[src/rtl/fetch_buffer_pkg.sv]
// Shared constants for the fetch buffer: default depth and the canonical NOP word.
package fetch_buffer_pkg;

    localparam int unsigned FB_DEPTH = 8;
    localparam logic [31:0] NOP      = 32'h0000_0013;

endpackage

[src/rtl/fetch_buffer_fifo_ptr.sv]
// Circular-buffer pointer: AW index bits plus a wrap bit, with clear and increment.
module fifo_ptr #(
    parameter int unsigned AW = 3
) (
    input  logic          i_clk,
    input  logic          i_rst,
    input  logic          i_clr,
    input  logic          i_inc,
    output logic [AW:0]   o_ptr
);

    logic [AW:0] ptr_q;
    logic [AW:0] ptr_d;

    // Clear wins so a redirect discards any same-cycle advance.
    always_comb begin
        ptr_d = ptr_q;
        if (i_clr) begin
            ptr_d = '0;
        end else if (i_inc) begin
            ptr_d = ptr_q + (AW + 1)'(1);
        end
    end

    always_ff @(posedge i_clk or posedge i_rst) begin
        if (i_rst) begin
            ptr_q <= '0;
        end else begin
            ptr_q <= ptr_d;
        end
    end

    assign o_ptr = ptr_q;

endmodule

[src/rtl/fetch_buffer.sv]
// Circular instruction FIFO between fetch and decode; head is presented combinationally
// and the whole buffer is discarded on a redirect flush.
module fetch_buffer
    import fetch_buffer_pkg::*;
#(
    parameter int unsigned DEPTH    = FB_DEPTH,
    parameter int unsigned WIDTH_PC = 32
) (
    input  logic                        i_clk,
    input  logic                        i_rst,
    input  logic [31:0]                 i_instr,
    input  logic [WIDTH_PC-1:0]         i_pc,
    input  logic                        i_valid,
    output logic                        o_ready,
    output logic [31:0]                 o_instr,
    output logic [WIDTH_PC-1:0]         o_pc,
    output logic                        o_en,
    output logic                        o_imask,
    input  logic                        i_stall,
    input  logic                        i_flush,
    output logic [$clog2(DEPTH):0]      o_count
);

    localparam int unsigned AW = $clog2(DEPTH);

    if (DEPTH < 2 || (DEPTH & (DEPTH - 1)) != 0) begin : g_bad_depth
        $error("fetch_buffer: DEPTH must be a power of two and at least 2");
    end

    logic [31:0]         instr_q [DEPTH];
    logic [WIDTH_PC-1:0] pc_q    [DEPTH];

    logic [AW:0] wptr;
    logic [AW:0] rptr;
    logic        full;
    logic        empty;
    logic        push;
    logic        pop;

    assign full  = (wptr[AW] != rptr[AW]) && (wptr[AW-1:0] == rptr[AW-1:0]);
    assign empty = (wptr == rptr);
    assign pop   = o_en & ~i_stall;
    // A pop frees a slot in the same cycle, so a full buffer still accepts a push.
    assign o_ready = ~full | pop;
    assign push    = i_valid & o_ready;

    fifo_ptr #(.AW(AW)) u_wptr (
        .i_clk (i_clk),
        .i_rst (i_rst),
        .i_clr (i_flush),
        .i_inc (push),
        .o_ptr (wptr)
    );

    fifo_ptr #(.AW(AW)) u_rptr (
        .i_clk (i_clk),
        .i_rst (i_rst),
        .i_clr (i_flush),
        .i_inc (pop),
        .o_ptr (rptr)
    );

    always_ff @(posedge i_clk) begin
        if (push && !i_flush) begin
            instr_q[wptr[AW-1:0]] <= i_instr;
            pc_q[wptr[AW-1:0]]    <= i_pc;
        end
    end

    assign o_en    = ~empty;
    // The head is squashed in the flush cycle while o_en still shows pre-flush occupancy.
    assign o_imask = ~empty & ~i_flush;
    assign o_instr = empty ? '0 : instr_q[rptr[AW-1:0]];
    assign o_pc    = empty ? '0 : pc_q[rptr[AW-1:0]];
    assign o_count = wptr - rptr;

endmodule

[config.mk]
export PLATFORM = sky130hd
export DESIGN_NAME = fetch_buffer
export DESIGN_NICKNAME = d
export VERILOG_FILES = /design/src/rtl/fetch_buffer_pkg.sv /design/src/rtl/fetch_buffer_fifo_ptr.sv /design/src/rtl/fetch_buffer.sv
export SDC_FILE = /design/constraint.sdc
export NUM_CORES = 1
export LEC_CHECK = 0
export CAP_MARGIN = 10
export CELL_PAD_IN_SITES_DETAIL_PLACEMENT = 1
export CELL_PAD_IN_SITES_GLOBAL_PLACEMENT = 1
export CORE_ASPECT_RATIO = 0.6
export CORE_UTILIZATION = 50
export CTS_CLUSTER_SIZE = 30
export DETAILED_ROUTE_END_ITERATION = 10
export DONT_BUFFER_PORTS = 1
export GPL_ROUTABILITY_DRIVEN = 0
export PLACE_DENSITY_LB_ADDON = 0.12
export SYNTH_ARGS = -nofsm -noshare
export SYNTH_HDL_FRONTEND = slang
export SYNTH_SLANG_ARGS = --single-unit
[constraint.sdc]
create_clock -name i_clk -period 8.1 [get_ports i_clk]
set_clock_uncertainty 0.2 [all_clocks]
set_input_delay 2.025 -clock i_clk [delete_from_list [all_inputs] [get_ports i_clk]]
set_output_delay 2.025 -clock i_clk [all_outputs]
set_load 0.1 [all_outputs]
==> impl_metrics.json <==
{
  "status": "finished, final reports clean",
  "syn_avg_cell_area_um2": 23.9,
  "syn_to_final_growth_pct": 10.0,
  "grt_pass1_vias": 8953,
  "path_clk_slew_ns": 0.07,
  "relSlewSlack_pct": 22.5,
  "yosysSeqAreaShare_pct": 79.0,
  "wire_per_inst_um": 28.6,
  "power_leakage_nw": 6.63,
  "vias": 8464,
  "num_rows": 55,
  "ys_ff_latch": 520,
  "peakVddDrop_mv": 0.185,
  "end_kind": "primary output",
  "die_area_um2": 40200,
  "max_stage_delay_ns": 0.98,
  "firstDrtPassIters": 5,
  "yosys.area.top_type": "edfxtp_1",
  "yosys_warnings": 0,
  "cts_tree": "done",
  "nets": 920,
  "tightest_slew_ns": 1.16,
  "netlist_instances": 823,
  "numPortBuffers": 0,
  "synth_top_area_share_pct": 78.0,
  "htree_levels": 2,
  "pwr_density_cell_nw_per_um2": 307,
  "drv_cap": 0,
  "hold_viol_final": 0,
  "cts-resized-gates": 0,
  "syn-num-nets": 898,
  "start_util_pct": 51.5,
  "period_needed_ns": 6.80,
  "crit_chain": "ha_1 -> and3_1 -> a21oi_4 -> buf_4 -> a22o_1",
  "overflow": 0,
  "core_area_um2": 38300,
  "cts.sinks": 520,
  "timing.rr.start": "u_rptr.o_ptr[0]",
  "min_from": "u_rptr.o_ptr[3]",
  "crit_path_max_fanout": 42,
  "cp_slowest_cell": "dfrtp_4",
  "setup_viol": 0,
  "hpwl_mm": 22.4,
  "cts_root_buffer": "clkbuf_16",
  "syn-cell-area_um2": 19700,
  "clkLatencyLatePin_ns": 0.54,
  "grt_pass1_wl_mm": 59.4,
  "ant_nets": 0,
  "cts_setup_buffers": 0,
  "critPathLaunch": "u_rptr.o_ptr[0]",
  "max_freq_ghz": 0.147,
  "place_ws_ns": 1.86,
  "dieHeight_um": 156,
  "required_ns": 5.88,
  "layout-drive-gt1-share_pct": 24.9,
  "rsz0062_at_grt": "false",
  "p_total_mw": 6.67,
  "fillerInstances": 3161,
  "layout_commonest_cell": "edfxtp_1",
  "cts_max_path_buffers": 3,
  "hold_path_class": "flop to flop",
  "layout_common_cells": "edfxtp_1 (512), mux4_2 (128), a22o_1 (64), clkbuf_16 (47), buf_4 (17)",
  "diodes": 0,
  "postCtsHoldBufs": 0,
  "finalMaxSlewViolations": 0,
  "route.detailed.drc": 0,
  "synth_cell_types": 31,
  "period_share_pct": 84.0,
  "numCtsBuffers": 47,
  "grt_max_degree": 65,
  "synthTopCellsByArea": "edfxtp_1 (78%), mux4_2 (15%), a22o_1 (2.8%)",
  "via_per_inst": 6.08,
  "grtUsageTotal_pct": 20.2,
  "worstPathArrival_ns": 4.58,
  "cp-start-kind": "flop",
  "drt_wl_total_mm": 39.8,
  "drt_iter0_drc": 504,
  "io_pins": 140,
  "die_x_um": 258,
  "worstSetupPathType": "flop to primary output",
  "antenna_found_initial": 0,
  "fin_setup_tns_ns": 0,
  "fin_ws_ns": 1.30
}
cells by family after synthesis:
family	Yosys count	synth area share [%]
buf+inv	53	1.52
fa+ha+maj	6	0.419
simple gates	31	0.730
compound gates	76	3.28
xor+xnor	8	0.356
mux	129	14.7
flops	520	79.0
path summary, 6_finish.rpt:
path	depth (start not counted)	to	slack, ns
worst max register to register	6	instr_q[5][24]	3.09
worst max-delay path	5	o_instr[7]	1.30
worst min-delay path	2	u_rptr.o_ptr[3]	0.38
worst min register to register	2	u_rptr.o_ptr[3]	0.38
max in group asynchronous	1	u_rptr.o_ptr[1]	6.28
min in group asynchronous	1	u_wptr.o_ptr[3]	1.12
per-stage QoR:
stage	cells	hold WS, ns	utilization, %	instance area, µm²
2_1_floorplan	823	0.325	-	19700
3_3_place_gp	1309	0.345	53.2	20300
3_5_place_dp	1309	0.373	53.2	20300
4_1_cts	1391	0.388	56.7	21700
5_1_grt	1391	0.426	56.7	21700
6_report	1391	0.383	56.7	21700
state kept, by name, summed over array words and instances, names as in the netlist:
signal,cells
u_rptr.o_ptr,4
pc_q,256
instr_q,256
u_wptr.o_ptr,4
cells in the mapped netlist:
cell	number
ha_1	5
inv_1	8
xnor2_1	7
clkbuf_1	13
a21o_1	1
mux4_2	128
a22o_1	64
nand4_1	1
or2_1	1
buf_6	8
nor3b_1	1
o21ai_1	2
a211o_1	1
fa_1	1
edfxtp_1	512
buf_2	20
a211oi_1	1
a21oi_1	3
xor2_1	1
nand3_1	3
a21oi_2	3
and3_1	1
nand2_1	7
nor3_1	2
mux2i_1	1
nor2_1	13
dfrtp_1	8
and4_1	1
nand4b_1	1
buf_4	4
o211a_1	1
critical path: cells and delay by family, from the launching register on:
kind | cells | cell delay (ns)
compound gates | 2 | 1.75
fa+ha+maj | 1 | 0.39
buf+inv | 1 | 0.51
flops | 1 | 0.98
simple gates | 1 | 0.29
metal layers:
metal	vias up	part of all wire (%)	GRT usage [%]
met3	60	5.8	4.53
met4	0	1.7	4.56
met2	211	48	32.2
li1	3580	-	-
met5	-	0	0
met1	4613	45	29.0
power by group:
part	leakage, nW	switching [mW]	total (mW)	internal, mW
clock network	0.664	0.918	2.01	1.09
registers	4.73	0.0481	3.05	3.00
logic	1.24	1.25	1.61	0.361
area by class of cell:
type / count / area (µm²) / share of cell area, %
Clock buffer: 57 / 1210 / 5.60
Sequential cell: 520 / 15600 / 71.9
Tap cell: 513 / 642 / 2.96
Clock inverter: 25 / 135 / 0.623
Inverter: 8 / 30.0 / 0.138
Multi-Input combinational cell: 250 / 3940 / 18.2
Timing Repair Buffer: 18 / 148 / 0.681
No activity file was read; power rests on OpenSTA's default activity.
